### config.mk
export PLATFORM = sky130hd
export DESIGN_NAME = bresen_line
export DESIGN_NICKNAME = d
export VERILOG_FILES = /design/src/rtl/bresen_line.sv
export SDC_FILE = /design/constraint.sdc
export NUM_CORES = 1
export LEC_CHECK = 0
export ABC_AREA = 0
export BUFFER_PORTS_ARGS = -buffer_cell sky130_fd_sc_hd__clkbuf_2
export CORE_MARGIN = 10
export CORE_UTILIZATION = 45
export CTS_CLUSTER_DIAMETER = 40
export CTS_CLUSTER_SIZE = 24
export DETAILED_ROUTE_END_ITERATION = 8
export GPL_ROUTABILITY_DRIVEN = 1
export GPL_TIMING_DRIVEN = 0
export HOLD_SLACK_MARGIN = 0.02
export PLACE_DENSITY_LB_ADDON = 0.08
export SYNTH_ARGS = -nofsm -noshare
export SYNTH_HDL_FRONTEND = slang
export SYNTH_SLANG_ARGS = --single-unit
### constraint.sdc
create_clock -name clk -period 5.55 [get_ports clk]
set_clock_uncertainty 0.2 [all_clocks]
set_input_delay 0.8325 -clock clk [delete_from_list [all_inputs] [get_ports clk]]
set_output_delay 0.8325 -clock clk [all_outputs]
set_load 0.005 [all_outputs]
### src/rtl/bresen_line.sv
// Bresenham line rasteriser: emits one linear framebuffer address (y*H_RES+x)
// per unpaused clock from the start endpoint to the end endpoint inclusive.
module bresen_line #(
  parameter int H_RES  = 640,
  parameter int X_W    = 10,
  parameter int Y_W    = 9,
  parameter int ADDR_W = 19
) (
  input  logic                     clk,
  input  logic                     n_rst,
  input  logic [2*X_W+2*Y_W-1:0]   positions,
  input  logic                     primSelect,
  input  logic                     stop,
  output logic [ADDR_W-1:0]        address,
  output logic                     lineDone
);

  localparam int E_W = 12;

  typedef enum logic [1:0] {S_IDLE, S_LOAD, S_DRAW, S_DONE} state_t;

  state_t r_state;
  state_t w_state_next;

  logic                  r_prev_sel;
  logic [X_W-1:0]        r_x;
  logic [X_W-1:0]        r_y;
  logic [X_W-1:0]        r_x1;
  logic [X_W-1:0]        r_y1;
  logic signed [E_W-1:0] r_dx;
  logic signed [E_W-1:0] r_dy;
  logic signed [E_W-1:0] r_err;
  logic                  r_sx_neg;
  logic                  r_sy_neg;
  logic [ADDR_W-1:0]     r_addr;
  logic                  r_done;

  logic                  w_start;
  logic [X_W-1:0]        w_x0;
  logic [Y_W-1:0]        w_y0;
  logic [X_W-1:0]        w_x1;
  logic [Y_W-1:0]        w_y1;
  logic [X_W-1:0]        w_adx;
  logic [Y_W-1:0]        w_ady;
  logic signed [E_W-1:0] w_e2;
  logic                  w_step_x;
  logic                  w_step_y;
  logic                  w_at_end;
  logic signed [E_W-1:0] w_err_next;
  logic [ADDR_W-1:0]     w_pix_addr;

  assign w_start = primSelect & ~r_prev_sel;

  assign w_x0 = positions[2*X_W+2*Y_W-1 -: X_W];
  assign w_y0 = positions[X_W+2*Y_W-1 -: Y_W];
  assign w_x1 = positions[X_W+Y_W-1 -: X_W];
  assign w_y1 = positions[Y_W-1:0];

  assign w_adx = (w_x1 >= w_x0) ? (w_x1 - w_x0) : (w_x0 - w_x1);
  assign w_ady = (w_y1 >= w_y0) ? (w_y1 - w_y0) : (w_y0 - w_y1);

  // Both step decisions compare against the same doubled pre-update error.
  assign w_e2       = r_err <<< 1;
  assign w_step_x   = (w_e2 >= r_dy);
  assign w_step_y   = (w_e2 <= r_dx);
  assign w_err_next = r_err + (w_step_x ? r_dy : 12'sd0) + (w_step_y ? r_dx : 12'sd0);
  assign w_at_end   = (r_x == r_x1) && (r_y == r_y1);

  assign w_pix_addr = ADDR_W'(r_y) * ADDR_W'(H_RES) + ADDR_W'(r_x);

  always_ff @(posedge clk or posedge n_rst) begin
    if (n_rst) begin
      r_state <= S_IDLE;
    end else begin
      r_state <= w_state_next;
    end
  end

  always_comb begin
    w_state_next = r_state;
    case (r_state)
      S_IDLE:  if (w_start) w_state_next = S_LOAD;
      S_LOAD:  w_state_next = S_DRAW;
      S_DRAW:  if (!stop && w_at_end) w_state_next = S_DONE;
      S_DONE:  if (w_start) w_state_next = S_LOAD;
      default: w_state_next = S_IDLE;
    endcase
  end

  always_ff @(posedge clk or posedge n_rst) begin
    if (n_rst) begin
      r_prev_sel <= 1'b0;
      r_x        <= '0;
      r_y        <= '0;
      r_x1       <= '0;
      r_y1       <= '0;
      r_dx       <= '0;
      r_dy       <= '0;
      r_err      <= '0;
      r_sx_neg   <= 1'b0;
      r_sy_neg   <= 1'b0;
      r_addr     <= '0;
      r_done     <= 1'b0;
    end else begin
      r_prev_sel <= primSelect;
      case (r_state)
        S_LOAD: begin
          r_x      <= w_x0;
          r_y      <= X_W'(w_y0);
          r_x1     <= w_x1;
          r_y1     <= X_W'(w_y1);
          r_dx     <= $signed(E_W'(w_adx));
          r_dy     <= -$signed(E_W'(w_ady));
          r_err    <= $signed(E_W'(w_adx)) - $signed(E_W'(w_ady));
          r_sx_neg <= !(w_x0 < w_x1);
          r_sy_neg <= !(w_y0 < w_y1);
          r_done   <= 1'b0;
        end
        S_DRAW: begin
          if (!stop) begin
            r_addr <= w_pix_addr;
            if (w_at_end) begin
              r_done <= 1'b1;
            end else begin
              r_err <= w_err_next;
              if (w_step_x) r_x <= r_sx_neg ? (r_x - X_W'(1)) : (r_x + X_W'(1));
              if (w_step_y) r_y <= r_sy_neg ? (r_y - X_W'(1)) : (r_y + X_W'(1));
            end
          end
        end
        default: ;
      endcase
    end
  end

  assign address  = r_addr;
  assign lineDone = r_done;

endmodule

* Word level (Yosys, flattened, before mapping)
Index checks and enable logic that the tools add are counted.
** Operators by class
- Add/sub/neg operators :: 13
- Multipliers :: 1
- Order comparisons :: 6
- Equal/unequal tests :: 12
- Multiplexer cells :: 23
- Bitwise logic cells :: 3
- Reductions and logical operators :: 14
** Operator list (number)
- two-way mux 10 bit :: 10
- one-hot mux 10 bit (2 select lines) :: 2
- two-way mux 12 bit :: 3
- one-hot mux 12 bit (2 select lines) :: 1
- adder 10 x 1 -> 10 bit (second input constant) :: 2
- subtractor 10 x 1 -> 10 bit (second input constant) :: 2
- subtractor 10 bit :: 2
- adder 19 x 10 -> 19 bit :: 1
- subtractor 9 bit :: 2
- adder 12 x 11 -> 12 bit :: 1
- adder 12 bit :: 1
- >= comparator 12 bit :: 1
- less-or-equal comparator 12 x 11 -> 1 bit :: 1
- multiplier 10 x 3 -> 12 bit (second input constant) :: 1
- != test 2 bit (second input constant) :: 6
- negation 9 -> 12 bit :: 1
- subtractor 10 x 9 -> 11 bit :: 1
- == test 10 bit :: 1
- == test 10 x 9 -> 1 bit :: 1
- >= comparator 10 bit :: 1
- < comparator 10 bit :: 1
- >= comparator 9 bit :: 1
- < comparator 9 bit :: 1
- two-way mux 9 bit :: 1
- other kinds (17) :: 27
** Word-level totals
- Register bits after elaboration :: 98
- Bits of input ports :: 42
- Output and inout bits :: 20

* Longest topological paths before layout
- Depth in word-level cells :: 7
- Depth in mapped cells :: 24
- Mapped depth without buffers :: 23

* Worst setup path before layout
Ideal clock, no wire load.
- Path type :: register -> register
- From :: register r_err[4]
- To :: register r_err[10]
- Setup time :: 126 ps
- Data arrival time :: 4362 ps
- Path slack :: 862 ps
- Stages on the path, launching flop included :: 20
- Path buffers :: 1
- Period minus slack after synthesis :: 4688 ps
- Cell sequence :: dfrtp_1 -> ha_1 -> a21o_1 -> a21o_1 -> a21oi_1 -> o21ai_0 -> o31a_1 -> or2_2 -> clkbuf_1 -> and2_1 -> fa_1 -> ha_1 -> a21o_1 -> a21oi_1 -> nor2b_1 -> o21a_1 -> o41ai_1 -> o21ai_0 -> xnor2_1 -> a221o_1
** On the way
- Word-level cells in the longest chain between the ends :: 7
- Elaborated cells on any way between the ends :: 9
- Classes of those cells :: add/sub: 2; order compare: 2; mux: 5
** RTL lines
- from (decl) :: RTL line 32 : logic signed [E_W-1:0] r_err;
- from (signal assigned) :: RTL line 114 : r_err <= $signed(E_W'(w_adx)) - $signed(E_W'(w_ady));
- from (signal assigned) :: RTL line 125 : r_err <= w_err_next;
- >= comparator 12 bit :: RTL line 64 : assign w_step_x = (w_e2 >= r_dy);
- two-way mux 12 bit :: RTL line 66 : assign w_err_next = r_err + (w_step_x ? r_dy : 12'sd0) + (w_step_y ? r_dx : 12'sd0);
- adder 12 bit :: RTL line 66
- adder 12 x 11 -> 12 bit (*) :: RTL line 66
- two-way mux 12 bit (*) :: RTL line 122 : if (w_at_end) begin
- two-way mux 12 bit (*) :: RTL line 120 : if (!stop) begin
- one-hot mux 12 bit (2 select lines) (*) :: RTL line 106 : case (r_state)
Mark *: on every way between the ends. The rest lies on a longest branch, timed or not. The select of a mux whose other input is x is not followed.
A chain may end at the register's enable or synchronous reset.

* Final worst setup path
Ends and elaborated chain as after synthesis.

==> impl_metrics.py <==
metrics = {
    "synth": {
        "synthMuxAreaShare": 0.0661,
        "ys.warnings.count": 0,
        "synth_cell_types": 70,
        "syn_area_per_cell_um2": 9.05,
        "synth-xor-area-share": 0.0828,
        "synth_top_family_by_area": "adder cells",
        "synthAdderAreaFrac": 0.208,
        "synth_ff_type": "dfrtp_1",
        "syn_nets": 1156,
        "synthSimpleGateAreaFrac": 0.119,
        "seq_area_frac_synth": 0.274,
        "synth-compound-area-share": 0.187,
        "syn-instance-count": 979,
        "ys_ff_latch": 97,
        "syn_area_mm2": 0.00886,
        "synth_edf_count": 0,
        "async_flop_share": 1.00,
    },
    "die": {
        "die_h_um": 160,
        "die_area_mm2": 0.0257,
        "core_mm2": 0.0194,
        "start_util": 0.457,
        "pin_count": 62,
        "chipWidth_um": 160,
        "fp-row-count": 51,
    },
    "worst_setup_path": {
        "worstSetupPathType": "reg -> reg",
        "cp-end-kind": "flip-flop",
        "start_kind": "flip-flop",
        "critPathBufInv": 0,
        "arrival_ps": 5220,
        "crit_chain": "ha_1, a21o_1, a21o_1, a21oi_1, o21ai_0, o31a_1, or2_2, and2_1, fa_1, ha_1, a21o_1, a21oi_1, nor2b_1, o21a_1, o41ai_2, o21ai_0, xnor2_1, a221o_1",
        "crit_slowest_cell": "fa_1",
        "crit_fanout": 11,
        "worst_path_most_repeated_cell": "a21o_1",
        "reg2reg_from": "r_err[4]",
        "rrSetupSlack_ps": 360,
        "required_ps": 5590,
        "cp.depth": 18,
        "crit_start": "r_err[4]",
        "crit_path_max_incr_delay_ps": 470,
        "r2r_end": "r_err[10]",
        "endpoint": "r_err[10]",
        "critPathTopFamily": "compound AO/OA/AOI/OAI gates",
        "rr_worst_depth": 18,
    },
    "global_route": {
        "grt_use_total": 0.189,
        "antenna_found_initial": 0,
        "grt_pass1_wl_mm": 39.0,
        "first_global_vias": 7051,
        "grt-ovfl-total": 0,
        "grt_max_degree": 61,
    },
    "timing": {
        "fin_crit_sh": 0.935,
        "slew_headroom": 0.327,
        "fin_crit_ps": 5190,
        "rsz0062_at_grt": "false",
        "worst_pin_slew_ps": 1010,
        "setup_tns_ps": 0,
        "whs_ps": 285,
        "setup_viol": 0,
        "hold_viol": 0,
        "fmax_mhz": 193,
        "drv_slew": 0,
    },
    "clock_tree": {
        "worst_skew_pair.late_latency_ps": 370,
        "clock_sinks": 97,
        "root_buffer": "clkbuf_16",
        "cts_buffers": 9,
        "h-tree-depth": 3,
        "clk_pin_slew_ps": 80,
        "clockBufferDepth": 2,
        "cts_tree": "done",
    },
    "finish": {
        "stdcell_count": 1321,
        "nFillCells": 1906,
        "area_growth_pct": 10.8,
        "drive_above_1_share": 0.134,
        "design_area_mm2": 0.00981,
        "diodes": 0,
        "nets": 1228,
    },
    "routing": {
        "drcViolationCount": 0,
        "routedWlPerCell_um": 18.1,
        "drtPass1Iterations": 5,
        "first_iter_violations": 427,
        "antenna_left": 0,
        "wl_mm": 23.9,
        "vias": 7069,
        "avgViaCountPerCell": 5.35,
    },
    "power_and_ir_drop": {
        "fin_total_pwr_uw": 6550,
        "p_leak_uw": 0.00474,
        "vdd_drop_max_uv": 454,
        "power_density_mw_per_mm2": 668,
    },
    "worst_hold_path": {
        "hp-start": "address[14]",
        "min-delay-path-class": "reg -> reg",
    },
    "placed_design": {
        "place_area_mm2": 0.00952,
        "dp_hpwl_mm": 19.2,
        "portBuffers": 61,
        "place_congestion": 0.912,
        "post-place-cells": 1306,
    },
    "run_status": {
        "run_status": "completed",
    },
    "run": {
        "drv_cap": 0,
    },
}
[cell families (layout without fill, tap and decap cells)]
kind of cell | Yosys count | in the layout
AOI/OAI and AO/OA | 259 | 259
buffers and inverters | 143 | 220
muxes | 54 | 54
xor gates and xnor gates | 82 | 82
and+or+nand+nor | 209 | 209
adders and majority gates | 135 | 135
DFF | 97 | 97
[through the flow]
step                      utilization  worst slack, ps
after floorplan                     -              862
after CTS                       0.506             39.6
after global routing            0.506              138
after detailed placement        0.491            -76.8
final                           0.506              363
after global placement          0.489            -92.7
[registers in the layout (all words and copies together), names as in the netlist]
register,cells
r_sx_neg,1
r_dx,10
lineDone,1
r_dy,12
r_y1,9
r_err,11
r_x,10
r_prev_sel,1
r_y,10
r_state,2
address,19
r_sy_neg,1
r_x1,10
[tightest hold or removal path: stages, from the launching register on]
cell,delay [ps]
dfrtp_1,350
nand2_1,50
o21ai_0,60
[report_power, final]
group	total (uW)	internal, uW	switching [uW]
logic	4530	2040	2490
registers	1380	1050	336
clock network	637	314	323
[routing by layer]
layer	up-vias	wire length, um	track usage
li1	3519	-	-
met1	3390	11800	0.264
met2	140	10800	0.296
met3	20	906	0.0334
met4	0	340	0.0430
met5	-	0	0
[synth_stat cells, drive strengths merged (4+ instances only)]
cell type / count / area [um^2]
mux2: 30 / 342
nor2: 57 / 214
nand4: 8 / 50.1
a21o: 38 / 285
buf: 5 / 43.8
nand3b: 4 / 30.0
o21ai: 69 / 345
nand2: 56 / 218
xnor2: 52 / 470
nand2b: 8 / 50.1
o211ai: 7 / 62.6
nor2b: 17 / 106
a21oi: 84 / 420
nor3: 12 / 60.1
clkbuf: 25 / 93.8
mux2i: 24 / 244
o31ai: 5 / 42.5
nand3: 13 / 65.1
dfrtp: 97 / 2430
or2: 5 / 33.8
xor2: 30 / 263
a221oi: 4 / 41.3
a31oi: 11 / 68.8
inv: 113 / 424
o21a: 6 / 45.0
and2: 16 / 103
ha: 115 / 1440
fa: 20 / 400
o21bai: 8 / 60.1
[worst min-delay path by stage]
stage / endpoint / slack (ps) / cells past startpoint
after floorplan: r_state[1] / 270 / 2
after global placement: address[14] / 270 / 2
after detailed placement: address[14] / 270 / 2
after CTS: address[14] / 290 / 2
after global routing: address[18] / 320 / 2
final: address[14] / 290 / 2
[placed cells by master, fill, tap and decap left out, drive strengths merged, types with 13 or more instances in the layout]
cell and n:
nor2b 17, a21o 38, nand3 13, nand2 56, clkbuf 94, ha 115
a21oi 84, o21ai 69, inv 117, fa 20, xor2 30, mux2i 24
dfrtp 97, mux2 30, and2 16, nor2 57, xnor2 52
[repair_timing]
action                                  4_1_cts  5_1_grt
hold buffers                                  0        0
buffers inserted                              0        0
endpoints found under the setup margin        1        3
resized for setup                             1        3
[area by class of cell]
| class | count | area [um^2] | share of cell area |
|---|---|---|---|
| Buffer | 29 | 135 | 0.0138 |
| Clock buffer | 9 | 225 | 0.0230 |
| Clock inverter | 7 | 58.8 | 0.00599 |
| Inverter | 113 | 427 | 0.0435 |
| Multi-Input combinational cell | 739 | 5880 | 0.599 |
| Sequential cell | 97 | 2430 | 0.247 |
| Tap cell | 265 | 332 | 0.0338 |
| Timing Repair Buffer | 62 | 325 | 0.0332 |
Power figures use the tool's default switching activity.
